===== config.mk =====
export PLATFORM = sky130hd
export DESIGN_NAME = error_checker_ctrl
export DESIGN_NICKNAME = d
export VERILOG_FILES = /design/src/rtl/error_checker_ctrl.sv
export SDC_FILE = /design/constraint.sdc
export NUM_CORES = 1
export LEC_CHECK = 0
export BUFFER_PORTS_ARGS = -buffer_cell sky130_fd_sc_hd__buf_4
export CORE_MARGIN = 10
export CORE_UTILIZATION = 30
export DETAILED_ROUTE_END_ITERATION = 12
export HOLD_SLACK_MARGIN = 0.15
export PLACE_DENSITY = 0.55
export SETUP_SLACK_MARGIN = 0.05
export SYNTH_ARGS = -nofsm -noshare
export SYNTH_HDL_FRONTEND = slang
export SYNTH_SLANG_ARGS = --single-unit

===== constraint.sdc =====
create_clock -name clk -period 3.43 [get_ports clk]
set_clock_uncertainty 0.1 [all_clocks]
set_input_delay 0.686 -clock clk [delete_from_list [all_inputs] [get_ports clk]]
set_output_delay 0.686 -clock clk [all_outputs]
set_load 0.02 [all_outputs]

===== src/rtl/error_checker_ctrl.sv =====
// error_checker_ctrl: sequences sample fetch/load/check and tallies error magnitudes against a threshold.
module error_checker_ctrl #(
  parameter int ADDR_W   = 8,
  parameter int WORD_LEN = 20
) (
  input  logic                clk,
  input  logic                rst,
  input  logic                start,
  input  logic [ADDR_W-1:0]   sample_count,
  input  logic [WORD_LEN-1:0] threshold,
  input  logic [WORD_LEN-1:0] error_bus,
  output logic [ADDR_W-1:0]   mem_addr,
  output logic                mem_rd,
  output logic                h_x_ld,
  output logic                busy,
  output logic                done,
  output logic [ADDR_W:0]     err_count,
  output logic [WORD_LEN-1:0] max_err,
  output logic                pass
);
  typedef enum logic [2:0] {IDLE, READ, LOAD, CHECK, FINISH} state_t;
  localparam logic [ADDR_W-1:0] IDX_ONE = 1;
  localparam logic [ADDR_W:0]   CNT_ONE = 1;
  state_t state, state_nx;
  logic [ADDR_W-1:0]   n_q, i_q, addr_q;
  logic [WORD_LEN-1:0] thr_q, mag;
  logic                pass_q, last;
  assign mag  = error_bus[WORD_LEN-1] ? -error_bus : error_bus;
  assign last = i_q == n_q - IDX_ONE;
  always_ff @(posedge clk or negedge rst)
    if (!rst) state <= IDLE;
    else      state <= state_nx;
  always_comb begin
    state_nx = state;
    case (state)
      IDLE:    state_nx = start ? (sample_count != '0 ? READ : FINISH) : IDLE;
      READ:    state_nx = LOAD;
      LOAD:    state_nx = CHECK;
      CHECK:   state_nx = last ? FINISH : READ;
      FINISH:  state_nx = IDLE;
      default: state_nx = IDLE;
    endcase
  end
  // pass is exposed live during the done cycle, then held from pass_q
  always_comb begin
    mem_rd   = state == READ;
    h_x_ld   = state == LOAD;
    busy     = state != IDLE;
    done     = state == FINISH;
    mem_addr = mem_rd ? i_q : addr_q;
    pass     = done ? (err_count == '0) : pass_q;
  end
  always_ff @(posedge clk or negedge rst)
    if (!rst) begin
      n_q       <= '0;
      i_q       <= '0;
      addr_q    <= '0;
      thr_q     <= '0;
      err_count <= '0;
      max_err   <= '0;
      pass_q    <= 1'b0;
    end else begin
      if (state == IDLE && start) begin
        n_q       <= sample_count;
        thr_q     <= threshold;
        i_q       <= '0;
        err_count <= '0;
        max_err   <= '0;
        pass_q    <= 1'b0;
      end
      if (state == READ) addr_q <= i_q;
      if (state == CHECK) begin
        if (mag > thr_q) err_count <= err_count + CNT_ONE;
        if (mag > max_err) max_err <= mag;
        if (!last) i_q <= i_q + IDX_ONE;
      end
      if (state == FINISH) pass_q <= err_count == '0;
    end
endmodule


==> summary.txt <==
Worst setup path
  • CP required: 3.59 ns
  • Setup Crit Path Kind: input port to flop
  • FF-to-FF setup slack: 0.63 ns
  • Critical R2R Launch: n_q[0]
  • Type of origin of the critical path: input port
  • Worst-path fanout max: 5
  • Worst setup EP type: flop
  • Arrival @ worst endpoint: 3.89 ns
  • Critical Path Start: error_bus[1]

Timing
  • Max Fclk: 0.268 GHz
  • Fin crit share: 109%
  • Max-slew violation count: 0
  • Setup ws final: -0.301 ns
  • Min Hold Slack: 0.385 ns
  • Final Setup Violations: 29
  • Final min period: 3.73 ns
  • Relative max-transition margin: 32.1%
  • RSZ-0062 raised after global routing: yes
  • Hold Fails Final Rpt: 0
  • Worst slew pin tran: 1.02 ns

Logic synthesis
  • Syn. warnings: 0
  • Syn nets: 650
  • Number of synthesized flops with an enable pin: 0
  • Post-Syn Instances: 554
  • Post-synth top flop: dfrtp_1
  • Synth Cell Area: 4960 um^2
  • Asr flop ratio synth: 100%
  • Yosys cell types: 53
  • Post-synthesis sequential area ratio: 38.9%
  • Synthesized flop and latch total: 77
  • Syn avg cell area: 8.95 um^2

Run status
  • Failing checks: setup timing
  • Outcome: finished, violations left

Clock tree
  • CTS tree: yes
  • Total CTS buffers: 9
  • Worst-Skew Late Latency: 0.35 ns
  • H-tree Lvls: 3
  • CTS Root Cell: clkbuf_16
  • Clock Sinks: 77
  • Deepest clock path buffer count: 2
  • Clock-pin slew on the worst setup and hold paths: 0.06 ns

Floorplan
  • FP Rows: 46
  • Core box area: 16100 um^2
  • Die W: 149 um
  • Die area: 22100 um^2
  • Initial core utilization: 30.9%
  • Die height: 149 um
  • I/O pin cnt: 93

Route
  • Detail Route Antenna Nets: 0
  • Max layer used: met4
  • WL met3: 748 um
  • WL met2: 7300 um
  • Vias per inst: 4.97
  • Met1 Wirelength: 6470 um
  • Wirelength per Cell: 16.1 um
  • Routed Wire Length: 14700 um
  • Pre-antenna DRT Iters: 4
  • Vias: 4538
  • Initial DRC count: 204
  • DRC viols: 0

Global routing
  • Largest net degree at the start of global routing: 78
  • Number of global-route vias before repair: 4773
  • Initial antenna violation count: 0
  • Total track usage: 13.1%
  • Total congestion overflow: 0
  • Global-route wire length before repair: 23700 um

Cells and area
  • Area Overhead vs Synth: 41.5%
  • Ant diodes: 0
  • Ratio of cells with drive above 1 in the final layout: 32.9%
  • Final nets: 789
  • Final core occ: 43.7%
  • Fin cells: 913

Pwr
  • Sw Ratio: 40.4%
  • Cell Pwr Density: 699 nW/um^2
  • Internal power: 2.92 mW
  • Sequential power share: 30.4%
  • NetSw: 1.98 mW
  • Combinational Power Share: 48.5%
  • Pwr Total: 4.91 mW
  • Worst VDD drop: 285 uV
  • Leakage: 3.41 nW
  • Clock power share: 21.1%

Place
  • Final Wtd Congestion: 0.810
  • I/O Buffers: 92
  • DP Wirelength: 10800 um
  • Setup WS pre-CTS: -0.620 ns
  • Placed Cells: 875

Worst hold path
  • Hold crit path type: input port to async pin

Run
  • MaxCap Viol Count: 0
-- logic make-up after synthesis --
kind of cell | share of synthesized area [%]
muxes | 3.68
and+or+nand+nor | 18.2
adders and majority gates | 11.4
DFF | 38.9
AOI/OAI and AO/OA | 15.8
xor gates and xnor gates | 4.77
buffers and inverters | 7.29
-- synth_stat cells, types with 13 or more instances --
master | count | area, um^2
dfrtp_1 | 77 | 1930
nand2_1 | 73 | 274
inv_1 | 67 | 251
ha_1 | 45 | 563
o21ai_0 | 32 | 160
nand3_1 | 29 | 145
xor2_1 | 23 | 201
clkbuf_1 | 20 | 75.1
o22ai_1 | 20 | 125
a21oi_1 | 14 | 70.1
a21o_1 | 13 | 97.6
nand4_1 | 13 | 81.3
-- cells in the final DEF (no fill, tap or decap), drive strengths merged, types with 4 or more instances in the layout --
cell type,netlist,final
buf,5,152
dfrtp,77,77
nand2,73,73
inv,67,67
ha,45,45
o21ai,32,32
nand3,29,29
xor2,23,23
o22ai,20,20
a21oi,14,14
nand4,13,13
a21o,13,13
clkbuf,20,12
nor2,11,11
nor3,11,11
mux2,10,10
o31ai,10,10
nor2b,8,8
mux2i,7,7
nor4,7,7
and3,6,6
o211ai,5,5
or3,5,5
xnor2,4,4
o21bai,4,4
-- timing repair --
item                                    CTS  global route
hold buffers                              0             0
setup buffers                            19             3
endpoints found under the setup margin   29            29
hold endpoints to repair                  0             0
cloned                                    1             1
pin swaps                                16            24
gates resized for setup                  23            31
-- state kept, by name, indices dropped and copies added (netlist names) --
name       count
thr_q         20
pass_q         1
state          3
err_count      9
addr_q         8
i_q            8
n_q            8
max_err       20
-- layout make-up --
class	instances	area [um^2]
clock buffers	11	243
clock inverters	4	72.6
fillers	1564	9040
inverters	67	262
multi-input cells	385	2980
flip-flops and latches	77	1930
well taps	216	270
repair buffers	153	1260
-- critical path, stage by stage --
cell and delay (ns):
buf_8 0.11, inv_6 0.05, ha_4 0.12, nor4b_4 0.24, nand2_1 0.14, nor3_2 0.19
nand2_2 0.10, buf_6 0.13, o21ai_4 0.13, xor2_2 0.19, inv_2 0.10, ha_4 0.27
nand4_1 0.12, or3_4 0.45, o31ai_4 0.28, a211o_4 0.20, buf_12 0.13, nand3_1 0.07
o22ai_1 0.16
-- power by group through the flow --
stage / logic [mW] / registers, mW / clock network (mW)
6_report: 2.38 / 1.49 / 1.03
5_1_grt: 2.68 / 1.53 / 1.08
4_1_cts: 2.33 / 1.48 / 1.05
3_5_place_dp: 2.24 / 1.50 / 0
3_3_place_gp: 2.15 / 1.49 / 0
2_1_floorplan: 1.45 / 1.51 / 0
-- stage by stage --
step                      setup TNS [ns]  instance area [um^2]
after floorplan                   -0.109                  5090
after global placement            -13.22                  6230
after detailed placement          -16.25                  6230
after CTS                          -4.37                  6810
after global routing              -12.43                  7020
final                              -7.29                  7020
-- worst paths after layout --
| check | to | cells after the start |
|---|---|---|
| worst max-delay path | max_err[2] | 19 |
| worst min-delay path | n_q[6] | 1 |
| worst max register to register | i_q[5] | 9 |
| worst min register to register | addr_q[2] | 1 |
| max in group asynchronous | max_err[7] | 1 |
| min in group clk | addr_q[2] | 1 |
-- routing by layer --
metal | vias up | track usage (%)
met2 | 100 | 22.3
met3 | 16 | 3.25
li1 | 2211 | -
met1 | 2211 | 15.6
met4 | 0 | 4.46
met5 | - | 0
(Power assumes the default switching activity.)
